File: src/rtl/screen_fade_sequencer.sv
// Screen selector with frame-synchronous fade-out / swap / fade-in between game screens.
// Maps the OLED pixel index to x/y and scales the selected renderer's RGB565 pixel by a 0..8 level.
module screen_fade_sequencer #(
  parameter int WIDTH           = 96,
  parameter int HEIGHT          = 64,
  parameter int FRAMES_PER_STEP = 2,
  parameter int NUM_SCREENS     = 10,
  parameter int RESET_SCREEN    = 0
) (
  input  logic        clk,
  input  logic        reset,
  input  logic        frame_begin,
  input  logic [12:0] pixel_index,
  input  logic        req,
  input  logic [3:0]  req_screen,
  input  logic [15:0] screen_pixel,
  output logic [6:0]  x,
  output logic [5:0]  y,
  output logic [3:0]  screen_sel,
  output logic [15:0] oled_data,
  output logic        busy,
  output logic        done
);

  localparam int              SCW       = (FRAMES_PER_STEP > 1) ? $clog2(FRAMES_PER_STEP) : 1;
  localparam logic [SCW-1:0]  STEP_LAST = SCW'(FRAMES_PER_STEP - 1);
  localparam logic [12:0]     NUM_PIX   = 13'(WIDTH * HEIGHT);
  localparam logic [12:0]     WIDTH_IDX = 13'(WIDTH);

  typedef enum logic [1:0] {SHOW, FADE_OUT, SWAP, FADE_IN} state_t;

  state_t         state;
  logic [3:0]     level;
  logic [SCW-1:0] step_cnt;
  logic [3:0]     target;
  logic           step_wrap;
  logic           req_ok;
  logic           in_range;

  // Channel scaling: 9-bit product, then divide by 8 with truncation.
  function automatic logic [5:0] scale_chan(input logic [5:0] c, input logic [3:0] lvl);
    logic [8:0] prod;
    prod = 9'(c) * 9'(lvl);
    return prod[8:3];
  endfunction

  assign x        = 7'(pixel_index % WIDTH_IDX);
  assign y        = 6'(pixel_index / WIDTH_IDX);
  assign in_range = (pixel_index < NUM_PIX);

  always_comb begin
    oled_data = 16'h0000;
    if (in_range) begin
      oled_data = {5'(scale_chan({1'b0, screen_pixel[15:11]}, level)),
                   scale_chan(screen_pixel[10:5], level),
                   5'(scale_chan({1'b0, screen_pixel[4:0]}, level))};
    end
  end

  assign step_wrap = frame_begin && (step_cnt == STEP_LAST);
  assign req_ok    = req && ({28'd0, req_screen} < 32'(NUM_SCREENS)) && (req_screen != screen_sel);

  // Level only moves on a frame_begin cycle, so every frame is drawn at a single level.
  always_ff @(posedge clk) begin
    if (reset) begin
      state      <= SHOW;
      level      <= 4'd8;
      step_cnt   <= '0;
      screen_sel <= 4'(RESET_SCREEN);
      target     <= 4'(RESET_SCREEN);
      busy       <= 1'b0;
      done       <= 1'b0;
    end else begin
      done <= 1'b0;
      case (state)
        SHOW: begin
          if (req_ok) begin
            target   <= req_screen;
            step_cnt <= '0;
            busy     <= 1'b1;
            state    <= FADE_OUT;
          end
        end
        FADE_OUT: begin
          if (step_wrap) begin
            step_cnt <= '0;
            level    <= level - 4'd1;
            if (level == 4'd1) state <= SWAP;
          end else if (frame_begin) begin
            step_cnt <= step_cnt + 1'b1;
          end
        end
        SWAP: begin
          // Swap happens while the screen is black, so it is never visible.
          if (frame_begin) begin
            screen_sel <= target;
            step_cnt   <= '0;
            state      <= FADE_IN;
          end
        end
        FADE_IN: begin
          if (step_wrap) begin
            step_cnt <= '0;
            level    <= level + 4'd1;
            if (level == 4'd7) begin
              state <= SHOW;
              busy  <= 1'b0;
              done  <= 1'b1;
            end
          end else if (frame_begin) begin
            step_cnt <= step_cnt + 1'b1;
          end
        end
        default: state <= SHOW;
      endcase
    end
  end

endmodule

File: config.mk
export PLATFORM = sky130hd
export DESIGN_NAME = screen_fade_sequencer
export DESIGN_NICKNAME = d
export VERILOG_FILES = /design/src/rtl/screen_fade_sequencer.sv
export SDC_FILE = /design/constraint.sdc
export NUM_CORES = 1
export LEC_CHECK = 0
export CAP_MARGIN = 10
export CORE_ASPECT_RATIO = 1.25
export CORE_MARGIN = 8
export CORE_UTILIZATION = 60
export CTS_BUF_LIST = sky130_fd_sc_hd__clkbuf_8
export CTS_CLUSTER_DIAMETER = 200
export DETAILED_ROUTE_END_ITERATION = 12
export DONT_BUFFER_PORTS = 1
export PLACE_DENSITY = 0.85
export SLEW_MARGIN = 5
export SYNTH_ARGS = -nofsm -noshare
export SYNTH_HDL_FRONTEND = slang
export SYNTH_SLANG_ARGS = --single-unit
File: constraint.sdc
create_clock -name clk -period 4.8 [get_ports clk]
set_input_delay 0.72 -clock clk [delete_from_list [all_inputs] [get_ports clk]]
set_output_delay 0.72 -clock clk [all_outputs]
set_load 0.02 [all_outputs]
After elaboration in Yosys (flattened, before gate mapping) --
Cells that the tools add are included.
Storage, ports and cells: input port bits 37, word-level logic and storage cells 67, bits in registers 17
Cells by class: equality and inequality tests 13, div/mod/pow operators 2, $lt $le $gt $ge 2, multipliers 3, add/sub/neg operators 3, bitwise operators 2, mux-type cells 21, reduce and logical (&&, ||, !) cells 14
Operators with widths (number):
- 5-bit by 4-bit multiplier with 8-bit output | 2
- 16-bit two-way mux | 1
- 13-bit by 7-bit divider with 13-bit output (second input constant) | 1
- 13-bit less-than comparator (second input constant) | 1
- 13-bit by 7-bit remainder unit with 13-bit output (second input constant) | 1
- 2-bit two-way mux | 6
- 2-bit inequality test (second input constant) | 6
- 6-bit by 4-bit multiplier with 9-bit output | 1
- 1-bit two-way mux | 8
- 4-bit two-way mux | 2
- 2-bit one-hot mux with 4 select lines | 1
- 4-bit one-hot mux with 2 select lines | 1
- 3-bit AND reduction | 2
- 6-bit AND reduction | 1
- 4-bit by 1-bit adder with 4-bit output (second input constant) | 1
- 2-bit equality test (second input constant) | 2
- 4-bit by 1-bit equality test with 1-bit output (second input constant) | 1
- 4-bit by 3-bit equality test with 1-bit output (second input constant) | 1
- 4-bit less-than comparator (second input constant) | 1
- 4-bit inequality test | 1
- 2-bit AND reduction | 2
- 4-bit AND reduction | 1
- 2-bit nonzero test | 2
- 4-bit by 1-bit subtractor with 4-bit output (second input constant) | 1
- 10 further kinds | 13

Depth between registers and ports, before layout --
depth after elaboration 5, depth in mapped cells 13, depth with buffers taken out 12

Least setup slack after synthesis --
No wires, ideal clock.
path kind register to output, start point register level[3], end point output oled_data[10], slack 0.533 ns, arrival 3.547 ns, cell stages (with the launch flop) 13, cell sequence dfxtp_1 > clkbuf_1 > clkbuf_1 > nand2_1 > fa_1 > fa_1 > fa_1 > nor2b_1 > o21ai_0 > a21boi_1 > o21ai_0 > nand3_1 > nor3b_1
On the way: cells in the longest elaborated chain, start to end 2
Ends and longest elaborated chain:
- start: declaration | RTL line 33 | logic [3:0] level;
- start signal: assignment | RTL line 87 | level <= level - 4'd1;
- start signal: assignment | RTL line 104 | level <= level + 4'd1;
- 6-bit by 4-bit multiplier with 9-bit output | RTL line 43 | prod = 9'(c) * 9'(lvl);
- 16-bit two-way mux | RTL line 53 | if (in_range) begin
- end: declaration | RTL line 20 | output logic [15:0] oled_data,
No other way between the ends.

Worst setup path after layout --
start point register level[2], end point output oled_data[10]
The elaborated chain is that of the path after synthesis.

==> impl_results.md <==
- DR vias: 2618
- Drt total wl: between 6000 and 7000 microns
- Vias in the first global route: around 2600
- Worst setup EP type: primary output
- R2R cell count: 7
- Longest Clk Path Bufs: 2
- Worst rel slew slack: 0.561
- FF-to-FF Start: level[1]
- RSZ-0062 raised after global routing: no
- Maximum vdd drop: approximately 0.00019 V
- First-pass GRT wire length: approximately 11000 microns
- Worst setup margin: 0.416 ns
- Async set-reset flop share out of synthesis: 0
- Post-CTS Setup Repair Bufs: 0
- Post-synth EDFFs: 0
- Clock latency on the worst-skew pair: 0.25 ns
- Maxcap violations: 0
- Initial antenna violation count: 0
- CP Max Fanout: 22
- Die width: approximately 80 microns
- Final setup violation count: 0
- Initial DRC Count: ~160
- Startpoint types: flop
- Power Dens Cells: approximately 190 nW/um^2
- Die ar.: roughly 7700 sq um
- Final TNS setup: 0 ns
- Max frequency: 228 MHz
- Register-to-register setup slack: roughly 2.7 ns
- Drt pass-1 iters: 4
- Post-Place Cells: 443
- Worst Max-Slew Pin Slew: roughly 0.65 ns
- H-tree depth: 1
- Crit path launch: level[2]
- Clk slew on worst S/H paths: around 0.07 ns
- Status: finished, final reports clean
- IO Pins: slightly above 70
- Worst path arrival time: approximately 3.7 ns
- Num rows: 29
- FF-to-FF End: state[1]
- Synth area leaders: ha_1, fa_1, dfxtp_1
- Post-synth cell types: 53
- IO buf count: 0
- Die height: 95.9 microns
- Synthesized cell area: approximately 3000 sq um
- Inserted Diodes: 0
- Final Hold Viols: 0
- Area Overhead vs Synth: -0.0408%
- Synthesized flop and latch total: 17
- Fill cells: between 400 and 500
- Non-Filler Instances: 447
- Nets@finish: around 480
- CTS root buffer: clkbuf_8
- CP most frequent cell: fa_1
- Clock Sink Count: 17
- Global placer's final weighted congestion: ~0.8
- Num CTS Buffers: 3
- CP max stage delay: 0.71 ns
- Core footprint: 5010 sq um
- # hold bufs at CTS: 0
- Crit path to: oled_data[10]
- Time the worst path needs with I/O delays and setup: between 4 and 5 ns
- Yosys top cell by area: ha_1
- Final Util: 0.612
- Overall routing resource usage: 0.165
- Fraction of layout cells with a size suffix above 1: 0.0468
- Largest net degree at the start of global routing: 23
- Vias/cell: 5.86
- Top cell type's share of synthesized area: 0.143
- Gate Count Post-Synth: 406
- Fin. max-slew vios: 0
- Skew final: between 0.002 and 0.003 ns
- Syn. warnings: 0
- Initial core utilization: 0.612
- Post-Place Setup Slack: between 0.6 and 0.7 ns
- Final ANT Viol Nets: 0
- CP max-delay cell: dfxtp_1
- Critical-path cell list: nand2_1 > fa_1 > fa_1 > fa_1 > nor2b_1 > o21ai_0 > a21boi_1 > o21ai_0 > nand3_1 > nor3b_1 > buf_4
- Post-Syn Nets: about 500
- Worst Hold Class: flop to flop
- WHS Path Cells: 2
- Worst EP required: 4.08 ns
- Synth Area per Inst: ~7.5 sq um
- DR WL/cell: ~14 microns
- Tcrit/Tclk final: 0.913
- Seq/Total Area, Yosys: 0.111
- Main flop type after synthesis: dfxtp_1
- Post-DP HPWL: between 5000 and 6000 microns
- Crit Path Category: flop to primary output
- CTS tree: yes
- Leak: between 1 and 1.5 nW
- Gr ovfl total: 0
- DRC: 0
[per-layer routing]
| layer | wire (microns) | up-vias | GRT usage |
|---|---|---|---|
| li1 | - | 1305 | - |
| met1 | 2400 | 1239 | 0.168 |
| met2 | 3430 | 64 | 0.325 |
| met3 | 377 | 10 | 0.0271 |
| met4 | 97 | 0 | 0.0562 |
| met5 | 0 | - | 0 |
[registers in the layout (all words and copies together), names as in the netlist]
register,cells
step_cnt,1
done,1
state,2
screen_sel,4
busy,1
level,4
target,4
[cells by family (layout without fill, tap and decap cells)]
group	Yosys count	count (layout)	share of synthesized area
and+or+nand+nor	166	166	0.270
buffers and inverters	68	47	0.0951
AOI/OAI and AO/OA	66	66	0.149
adders and majority gates	55	55	0.274
xor gates and xnor gates	25	25	0.0715
DFF	17	17	0.111
muxes	9	9	0.0294
[synthesized netlist by cell type (5+ instances only)]
| cell | number |
|---|---|
| a21oi_1 | 21 |
| and2_1 | 22 |
| and3_1 | 5 |
| buf_2 | 5 |
| clkbuf_1 | 15 |
| dfxtp_1 | 17 |
| fa_1 | 20 |
| ha_1 | 35 |
| inv_1 | 41 |
| mux2i_1 | 9 |
| nand2_1 | 60 |
| nand2b_1 | 7 |
| nand3_1 | 6 |
| nor2_1 | 37 |
| nor3_1 | 9 |
| o21ai_0 | 7 |
| o21ai_1 | 6 |
| xnor2_1 | 10 |
| xor2_1 | 15 |
[area by class of cell]
| type | instances | area, sq um | share of cell area |
|---|---|---|---|
| flip-flops and latches | 17 | 342 | 0.112 |
| clock inverters | 1 | 5.00 | 0.00163 |
| repair buffers | 1 | 7.51 | 0.00245 |
| clock buffers | 3 | 41.3 | 0.0135 |
| inverters | 42 | 158 | 0.0515 |
| multi-input cells | 321 | 2430 | 0.794 |
| well taps | 62 | 77.6 | 0.0253 |
[critical path, delay by kind of cell, from the launching register on]
family                     cells  cell delay (ns)
AOI/OAI and AO/OA              3             0.43
adders and majority gates      3             1.51
buffers and inverters          1             0.17
DFF                            1             0.71
and+or+nand+nor                4             0.59
[worst min path at each step]
stage	start	endpoint	slack (ns)
2_1_floorplan	target[0]	screen_sel[0]	0.44
3_3_place_gp	target[3]	screen_sel[3]	0.45
3_5_place_dp	target[2]	screen_sel[2]	0.46
4_1_cts	target[2]	screen_sel[2]	0.47
5_1_grt	target[3]	screen_sel[3]	0.49
6_report	target[3]	screen_sel[3]	0.47
[power by group]
group          total [mW]  leakage [nW]  internal, mW  switching, mW
registers           0.179         0.138         0.158         0.0209
logic               0.290          1.26         0.115          0.175
clock network       0.107        0.0255        0.0575         0.0492
[cell usage in the layout, fill, tap and decap left out, types with 2 or more instances in the layout]
master    netlist  final
xor2_1         15     15
fa_1           20     20
o21ai_0         7      7
nor3_1          9      9
inv_1          41     41
o221ai_1        3      3
nor2_1         37     37
a22oi_1         4      4
xnor2_1        10     10
o211ai_1        4      4
a32oi_1         2      2
mux2i_1         9      9
dfxtp_1        17     16
and2_1         22     22
nand2_1        60     60
nand3_1         6      6
clkbuf_8        0      3
a31o_2          2      2
nor3b_1         3      3
or3_1           2      2
a21o_1          2      2
ha_1           35     35
and3_1          5      5
nor2b_1         4      4
o21ai_1         6      6
a21oi_1        21     21
o22ai_1         2      2
nor4_1          3      3
nor3b_2         2      2
nand2b_1        7      7
[metrics by stage]
stage / cell area, sq um / hold WS, ns / total power, mW
final: 3060 / 0.468 / 0.576
after global routing: 3060 / 0.485 / 0.625
after CTS: 3060 / 0.466 / 0.580
after detailed placement: 3020 / 0.457 / 0.473
after global placement: 3020 / 0.445 / 0.463
after floorplan: 3060 / 0.443 / 0.445
[timing repair]
| item | CTS | global route |
|---|---|---|
| endpoints found under the hold margin | 0 | 0 |
| resized for setup | 0 | 1 |
| setup endpoints to repair | 0 | 1 |
Note: power is estimated with default switching activity, not from simulation.
